### config.mk
export PLATFORM = sky130hd
export DESIGN_NAME = som_multibyte_seq
export DESIGN_NICKNAME = d
export VERILOG_FILES = /design/src/rtl/som_multibyte_seq.sv
export SDC_FILE = /design/constraint.sdc
export NUM_CORES = 1
export LEC_CHECK = 0
export BUFFER_PORTS_ARGS = -buffer_cell sky130_fd_sc_hd__buf_2
export CAP_MARGIN = 15
export CORE_MARGIN = 2
export CORE_UTILIZATION = 45
export CTS_CLUSTER_DIAMETER = 100
export DETAILED_ROUTE_END_ITERATION = 12
export PLACE_DENSITY = 0.71
export SLEW_MARGIN = 15
export SYNTH_ARGS = -nofsm -noshare
export SYNTH_HDL_FRONTEND = slang
export SYNTH_SLANG_ARGS = --single-unit
### constraint.sdc
create_clock -name clk -period 3.5 [get_ports clk]
set_input_delay 0.175 -clock clk [delete_from_list [all_inputs] [get_ports clk]]
set_output_delay 0.175 -clock clk [all_outputs]
set_load 0.05 [all_outputs]
### src/rtl/som_multibyte_seq.sv
// Byte-serial sequencer around the 8-bit combinational adder som_comp_8bit.
// Optional SOM_SUB_EN adds a sub port for A-B via inverted B and forced carry.
module som_multibyte_seq #(
   parameter int NBYTES = 4,
   localparam int W = 8 * NBYTES
) (
   input  logic         clk,
   input  logic         rst,
   input  logic         start,
   input  logic [W-1:0] op_a,
   input  logic [W-1:0] op_b,
   input  logic         cin,
`ifdef SOM_SUB_EN
   input  logic         sub,
`endif
   output logic         busy,
   output logic         done,
   output logic [W-1:0] result,
   output logic         cout,
   output logic [7:0]   x,
   output logic [7:0]   y,
   output logic         Cin,
   input  logic [7:0]   A,
   input  logic         Cout
);

   localparam int IW = (NBYTES > 1) ? $clog2(NBYTES) : 1;
   localparam logic [IW-1:0] LAST = IW'(NBYTES - 1);

   typedef enum logic [1:0] {IDLE, ADD, DONE} state_t;

   state_t          state_q, state_d;
   logic [IW-1:0]   idx_q, idx_d;
   logic            carry_q, carry_d;
   logic [W-1:0]    a_q, a_d;
   logic [W-1:0]    b_q, b_d;
   logic [W-1:0]    result_q, result_d;
   logic            cout_q, cout_d;
   logic            sub_q, sub_d;

   always_ff @(posedge clk or posedge rst) begin
      if (rst) begin
         state_q  <= IDLE;
         idx_q    <= '0;
         carry_q  <= 1'b0;
         a_q      <= '0;
         b_q      <= '0;
         result_q <= '0;
         cout_q   <= 1'b0;
         sub_q    <= 1'b0;
      end else begin
         state_q  <= state_d;
         idx_q    <= idx_d;
         carry_q  <= carry_d;
         a_q      <= a_d;
         b_q      <= b_d;
         result_q <= result_d;
         cout_q   <= cout_d;
         sub_q    <= sub_d;
      end
   end

   always_comb begin
      state_d  = state_q;
      idx_d    = idx_q;
      carry_d  = carry_q;
      a_d      = a_q;
      b_d      = b_q;
      result_d = result_q;
      cout_d   = cout_q;
      sub_d    = sub_q;
      busy     = 1'b0;
      done     = 1'b0;
      x        = '0;
      y        = '0;
      Cin      = 1'b0;
      unique case (state_q)
         IDLE: begin
            if (start) begin
               a_d      = op_a;
               b_d      = op_b;
               result_d = '0;
               idx_d    = '0;
`ifdef SOM_SUB_EN
               sub_d    = sub;
               carry_d  = sub | cin;
`else
               sub_d    = 1'b0;
               carry_d  = cin;
`endif
               state_d  = ADD;
            end
         end
         ADD: begin
            busy = 1'b1;
            x    = a_q[{idx_q, 3'b000} +: 8];
            // Subtraction feeds the one's complement of B; the +1 is the forced carry.
            y    = sub_q ? ~b_q[{idx_q, 3'b000} +: 8] : b_q[{idx_q, 3'b000} +: 8];
            Cin  = carry_q;
            result_d[{idx_q, 3'b000} +: 8] = A;
            carry_d = Cout;
            if (idx_q == LAST) begin
               cout_d  = Cout;
               state_d = DONE;
            end else begin
               idx_d = idx_q + 1'b1;
            end
         end
         DONE: begin
            done    = 1'b1;
            state_d = IDLE;
         end
         default: state_d = IDLE;
      endcase
   end

   assign result = result_q;
   assign cout   = cout_q;

endmodule
## Yosys cells after proc, flatten, opt, wreduce, memory -nomap -nowiden

Index checks and enable logic that the tools add are counted.

- Register bits: 102
- Bits in latches: 0
- Bits in writable memories: 0
- Bits in read-only memories: 0
- Input port bits: 77
- Output and inout bits: 52
- Memories kept: 0

- $add $sub $neg: 2
- Multiply operators: 0
- Divide/modulo/power cells: 0
- Magnitude comparators: 0
- Equality and inequality tests: 6
- Shift-type cells: 4
- Mux-type cells: 16
- Bitwise gates (word level): 0
- Reductions and logical operators: 7

Operators by type and width:

| kind | count |
|---|---|
| $pmux 32 s2 | 1 |
| $shiftx 32x6->8 | 2 |
| $bwmux 32 | 1 |
| $mux 32 | 1 |
| $shift 8x7->32 const A | 1 |
| $shiftx 8x7->32 | 1 |
| $mux 8 | 2 |
| $mux 2 | 4 |
| $pmux 2 s2 | 2 |
| $reduce_and 2->1 | 4 |
| $neg 5->7 | 1 |
| $ne 2x2->1 const B | 3 |
| $eq 2x2->1 const B | 2 |
| $mux 1 | 4 |
| $reduce_and 3->1 | 1 |
| $add 2x1->2 const B | 1 |
| $eq 2x1->1 const B | 1 |
| $logic_not 2->1 | 1 |
| $pmux 1 s2 | 1 |
| $reduce_bool 2->1 | 1 |

## Depth between registers and ports, before layout

Gate-level depths: netlist (run 1).

- Depth after elaboration: 4
- Gate-level depth with buffers: 8

## Least setup slack after synthesis (run 1)

No wires, ideal clock.

- Path kind: register to output
- From: reg state_q[0]
- To: out x[0]
- Arrival: 1621 ps
- Data required time: 3325 ps
- Setup slack: 1704 ps
- Cell stages (with the launch flop): 6
- Path buffers: 3
- Path through: dfrtp_1 -> buf_2 -> nor2b_2 -> buf_2 -> buf_2 -> and2_1

- Word-level cells in the longest chain between the ends: 2

Ends and longest elaborated chain:

| element | line | text |
|---|---|---|
| start: declaration | 32 | `state_t state_q, state_d;` |
| start signal: assignment | 52 | `state_q <= state_d;` |
| $eq 2x1->1 | 77 | `unique case (state_q)` |
| $mux 8 | 77 |  |
| end: declaration | 20 | `output logic [7:0] x,` |

Every way passes these cells.

## Worst setup path after layout (run 1)

- From: reg idx_q[0]
- To: out x[7]

- Word-level cells in the longest chain between the ends: 2

Ends and longest elaborated chain:

| element | line | text |
|---|---|---|
| start: declaration | 33 | `logic [IW-1:0] idx_q, idx_d;` |
| start signal: assignment | 53 | `idx_q <= idx_d;` |
| $shiftx 32x6->8 | 96 | `x = a_q[{idx_q, 3'b000} +: 8];` |
| $mux 8 | 77 |  |

Every way passes these cells.

==> results of run 1 <==
logic make-up (layout without fill, tap and decap cells):
family	Yosys count	in the layout	share of synthesized area
buffers and inverters	23	154	0.0416
AND/OR/NAND/NOR	37	37	0.0527
adder cells (fa/ha/maj)	6	6	0.0166
multiplexers	82	82	0.250
flip-flops	102	102	0.566
AO/OA/AOI/OAI	39	39	0.0732
layout make-up:
class	instances	area, um2	area share
clock buffers	10	138	0.0252
clock inverters	6	115	0.0211
inverters	4	17.5	0.00321
multi-input cells	164	1780	0.326
flip-flops and latches	102	2550	0.468
well taps	133	166	0.0305
repair buffers	134	688	0.126
critical path: stages, from the launching register on:
cell and delay (ns):
dfrtp_1 0.60, buf_4 0.36, mux4_1 0.60, and2_1 0.18, buf_2 0.20
power breakdown:
part	switching, mW	internal [mW]	leakage (nW)
Clock	0.422	0.500	0.124
Sequential	0.336	1.68	1.27
Combinational	1.65	1.12	1.27
Total	2.41	3.30	2.66
cell usage after synthesis:
cell,number,area [um2]
mux4_2,9,203
dfrtp_1,102,2550
a22o_1,32,280
nor2b_1,2,12.5
inv_1,4,15.0
buf_2,11,55.1
nand3b_1,1,7.51
o21ai_0,1,5.00
nor2b_2,1,8.76
nor3b_1,1,7.51
ha_1,6,75.1
mux2_2,66,743
buf_12,1,20.0
nor2_1,2,7.51
nand2b_1,2,12.5
and2_1,18,113
buf_8,5,75.1
and4_1,2,17.5
nand2_1,5,18.8
nor3b_2,1,12.5
a21oi_1,1,5.00
a221o_1,1,10.0
buf_6,2,22.5
and4b_1,2,20.0
a21o_1,4,30.0
mux4_1,7,184
sequential cells by signal (all words and copies together), names as in the netlist:
name and cells:
a_q 32, b_q 32, carry_q 1, cout 1, idx_q 2, result 32
state_q 2
through the flow:
stage	instance area [um2]	hold slack [ns]	utilization	cells	setup WS, ns
after detailed placement	5190	0.284	0.531	536	1.22
after floorplan	4510	0.308	-	289	0.650
after global placement	5190	0.274	0.531	536	1.31
after global routing	5460	0.0165	0.558	553	0.876
after CTS	5460	0.0149	0.558	553	0.951
final	5460	0.0397	0.558	553	1.03
timing repair:
item                                    in CTS  in global routing
endpoints found under the setup margin       0                  0
hold buffers                                 1                  0
gates resized for setup                      0                  0
endpoints found under the hold margin       45                  0
worst paths after layout:
kind / startpoint / to / slack, ns / cells past startpoint
worst max-delay path: idx_q[0] / x[7] / 1.03 / 4
worst min-delay path: op_a[25] / a_q[25] / 0.04 / 2
worst max register to register: idx_q[1] / result[30] / 1.22 / 4
worst min register to register: b_q[12] / b_q[12] / 0.51 / 1
max in group asynchronous: rst / b_q[3] / 2.29 / 4
min in group asynchronous: rst / result[13] / 0.42 / 3
layer usage:
layer	wire length [um]	part of all wire	up-vias	track usage
met5	0	0	-	0
met3	517	0.055	6	0.0482
li1	-	-	1327	-
met4	76	0.0080	0	0.0463
met1	4340	0.46	1493	0.239
met2	4530	0.48	84	0.297
==> impl_metrics.ini, run 1 <==
[outcome]
status = completed

[layout]
fin_nets = 498
drive_gt1_frac = 0.540
final_cell_mix = buf_2 (128), dfrtp_1 (102), mux2_2 (66)
nFillCells = 861
areaGrowthSynthToFinish_pct = 20.9
layout_commonest_cell = buf_2
antenna_cells = 0

[grt]
grt_pass1_wl_mm = 15.4
grt_max_degree = 48
track_usage = 0.180
grt-ovfl-total = 0
grt_pass1_vias = 3020
antenna_found_initial = 0

[setup_path]
endpoint_kind = output pin
arrival_ns = 2.30
required_ns = 3.32
cp-start-kind = flip-flop
path_max_fanout = 13
crit_type = flip-flop to output pin

[sta]
slew_violations = 0
setup_viol = 0
max_freq_mhz = 404
fin_crit_ns = 2.47
finalSetupTns_ns = 0
fin_crit_sh = 0.707
fin_skew_ns = 0.0134
finalHoldViolations = 0
worst_pin_slew_ns = 0.951
rsz0062_at_grt = false
slew_headroom = 0.363

[synthesis]
ys_seq_area_frac = 0.566
yosysWarnings = 0
syn-cell-area_um2 = 4510
synthCells = 289
ys_seq_elements = 102
syn_area_per_cell_um2 = 15.6
synth_nets = 372
synth_cell_types = 26

[detailed_routing]
wl_per_cell_um = 17.1
first_iter_violations = 66
first_pass_iters = 4
ant_nets = 0
vias_per_cell = 5.26
via_count = 2910
drc = 0
wl_mm = 9.46

[clock_network]
cts_buffers = 9
clock_latency_ns = 0.36
h-tree-depth = 3
cts_tree = built
cts.sinks = 102
cts_buffer_depth = 2
root_buffer = clkbuf_8
post-cts-setup-buffers = 0
clk_pin_slew_ns = 0.10

[floorplan]
rows = 36
start_util = 0.462
die_w_um = 104
die_area_um2 = 10800
die_h_um = 104
core_area_um2 = 9770
boundaryPins = 129

[place]
gp_congestion = 0.755
port_buffers = 128
dp.final_hpwl_mm = 6.76

[pwr]
leakagePower_nw = 2.66
finalPower_mw = 5.71
power_density_nw_per_um2 = 1050
peakVddDrop_uv = 501

[flow_run]
drv_cap = 0

[hold_path]
holdCritPathClass = input pin to flip-flop
(Power assumes the default switching activity.)
==> run 2, diff against run 1 <==
ABC_AREA = 1   (was not set)
PLACE_DENSITY = 0.7   (was 0.71)
clock period = 2.35 ns   (was 3.5 ns; I/O delays follow)
==> run 2 against run 1 <==
  * Sequential share of layout area shrank 6.4 points
  * Synthesized cell count up 110%
  * Global-route usage increased by 5.5 points
  * Combinational power increased by 68%
  * Synthesized area increased by 5.3%
  * Final area is 16% higher
  * Sequential cell count stayed put
  * Register-to-register slack got worse by 0.72 ns
  * Critical path depth unchanged
  * Critical path type unchanged
==> impl_metrics.ini, run 2 <==
[place]
port_buffers = 128
placed_cells = 852
gp_congestion = 0.873
dp.final_hpwl_mm = 8.37

[synthesis]
ys_seq_elements = 102
async_flop_share = 1.00
yosys-top-cells-area = dfrtp_1 (54%), nand2_1 (17%), inv_1 (6.9%)
ys_seq_area_frac = 0.537
synth.top_cell.area_share = 0.537
yosysWarnings = 0
synth_compound_area_frac = 0.0937
synthCells = 609
synth_area_leader_cell = dfrtp_1
synth_enable_flop_cells = 0
syn_area_per_cell_um2 = 7.80
synth_top_family_by_area = simple AND/OR/NAND/NOR gates
synth_top_flop_cell = dfrtp_1
synth-simple-area-share = 0.251
synthAdderAreaFrac = 0.0158
muxShareOfSynthArea = 0
synth_cell_types = 19
yosysMostFrequentCell = nand2_1
synth_nets = 692
syn-cell-area_um2 = 4750
synth_commonest_cells = nand2_1 (211), dfrtp_1 (102), inv_1 (87), nand3_1 (62), o21ai_1 (62)
synth_xor_area_frac = 0

[pwr]
peakVddDrop_uv = 1030
finalPower_mw = 8.47
power_density_nw_per_um2 = 1340
leakagePower_nw = 3.44

[setup_path]
critical-path-slowest-cell = nand2_1
reg2reg_from = state_q[1]
cp-start-kind = flip-flop
max_stage_delay_ns = 0.47
arrival_ns = 2.04
required_ns = 2.23
r2r_slack_ns = 0.50
crit_type = flip-flop to output pin
path_max_fanout = 24
timing.rr.end = result[14]
endpoint_kind = output pin
crit_chain = inv_2 -> nand2_1 -> a21oi_1 -> buf_2
worstRegToRegCells = 5

[clock_network]
cts_buffers = 9
cts_buffer_depth = 2
clock_latency_ns = 0.36
root_buffer = clkbuf_8
clk_pin_slew_ns = 0.10
cts_tree = built
cts.sinks = 102
post_cts_resized = 0
h-tree-depth = 3

[hold_path]
holdCritPathClass = input pin to flip-flop
holdPathStages = 3
min_to = a_q[27]
hp-start = op_a[27]

[detailed_routing]
wl_mm = 12.6
via_count = 4531
wl_per_cell_um = 13.6
first_pass_iters = 4
ant_nets = 0
vias_per_cell = 4.88
drc = 0
first_iter_violations = 241

[layout]
layout_commonest_cell = nand2_1
areaGrowthSynthToFinish_pct = 33.1
nFillCells = 913
antenna_cells = 0
drive_gt1_frac = 0.203
final_cell_mix = nand2_1 (211), buf_2 (128), dfrtp_1 (102)
fin_cells = 928
fin_nets = 870

[sta]
fin_crit_sh = 0.920
finalSetupTns_ns = 0
slew_violations = 0
fin_crit_ns = 2.16
setup_viol = 0
finalHoldViolations = 0
rsz0062_at_grt = false
worst_pin_slew_ns = 0.835
fin_skew_ns = 0.00833
slew_headroom = 0.442
max_freq_mhz = 463

[grt]
grt_max_degree = 103
antenna_found_initial = 0
track_usage = 0.236
grt_pass1_wl_mm = 21.5
grt_pass1_vias = 4618
grt-ovfl-total = 0

[floorplan]
core_area_um2 = 10300
start_util = 0.462
die_area_um2 = 11400
rows = 37
boundaryPins = 129
die_h_um = 107
die_w_um = 107

[flow_run]
drv_cap = 0

[outcome]
status = completed
==> run 2: changes by cell type in the layout (fill, tap and decap cells not counted), moves of 9 or more <==
| cell | previous run | this run |
|---|---|---|
| nand2_1 | 5 | 211 |
| inv_1 | 3 | 86 |
| mux2_2 | 66 | 0 |
| nand3_1 | 0 | 62 |
| o21ai_1 | 0 | 62 |
| dlygate4sd3_1 | 1 | 60 |
| a22o_1 | 32 | 0 |
| and2_1 | 18 | 0 |
| a21oi_1 | 1 | 16 |
| nor2_1 | 2 | 13 |
| o21ai_0 | 1 | 11 |
| mux4_2 | 9 | 0 |
==> run 2: area by class of cell <==
type / count / area, um2 / share of cell area
clock buffer: 11 / 141 / 0.0224
clock inverter: 5 / 58.8 / 0.00930
inverter: 92 / 350 / 0.0554
multi-input combinational: 386 / 1710 / 0.271
sequential: 102 / 2550 / 0.404
tap: 136 / 170 / 0.0269
timing repair buffer: 196 / 1340 / 0.212
==> run 2: where the power goes <==
group / switching (mW) / total (mW) / internal [mW] / leakage [nW]
clock network: 0.598 / 1.12 / 0.523 / 0.0955
logic: 3.44 / 4.66 / 1.21 / 2.04
registers: 0.241 / 2.70 / 2.46 / 1.30
total: 4.28 / 8.47 / 4.19 / 3.44
==> run 2: worst max-delay path by stage <==
stage                          start    endpoint
after floorplan             idx_q[1]        x[0]
after global placement    state_q[1]  result[11]
after detailed placement  state_q[1]  result[10]
after CTS                 state_q[1]        y[2]
after global routing      state_q[1]        y[2]
final                     state_q[1]        x[7]
==> run 2: what timing repair did <==
item / in CTS / in global routing
setup buffers: 0 / 0
hold buffers: 59 / 1
hold endpoints to repair: 160 / 1
==> run 2: through the flow <==
| stage | utilization | hold WS (ns) | cell area (um2) | worst slack [ns] |
|---|---|---|---|---|
| CTS | 0.614 | 0.00118 | 6310 | 0.175 |
| global route | 0.615 | 0.00328 | 6320 | 0.0395 |
| global placement | 0.537 | 0.313 | 5520 | 0.567 |
| floorplan | - | 0.234 | 4760 | 0.473 |
| detailed placement | 0.537 | 0.321 | 5520 | 0.515 |
| finish | 0.615 | 0.00693 | 6320 | 0.189 |
==> run 2: cells by family after synthesis <==
kind of cell / after synthesis
compound gates: 89
buf+inv: 121
flops: 102
fa+ha+maj: 6
simple gates: 291
==> run 2: critical path: cells and delay by family (launching register included) <==
| kind | cells | cell delay [ns] |
|---|---|---|
| buffers and inverters | 2 | 0.40 |
| DFF | 1 | 0.43 |
| AOI/OAI and AO/OA | 1 | 0.38 |
| and+or+nand+nor | 1 | 0.47 |
==> run 2: layer usage <==
metal | GRT usage | share of wire | vias up
li1 | - | - | 2234
met4 | 0.0761 | 0.017 | 0
met5 | 0 | 0 | -
met2 | 0.385 | 0.48 | 163
met3 | 0.0426 | 0.062 | 19
met1 | 0.319 | 0.44 | 2115
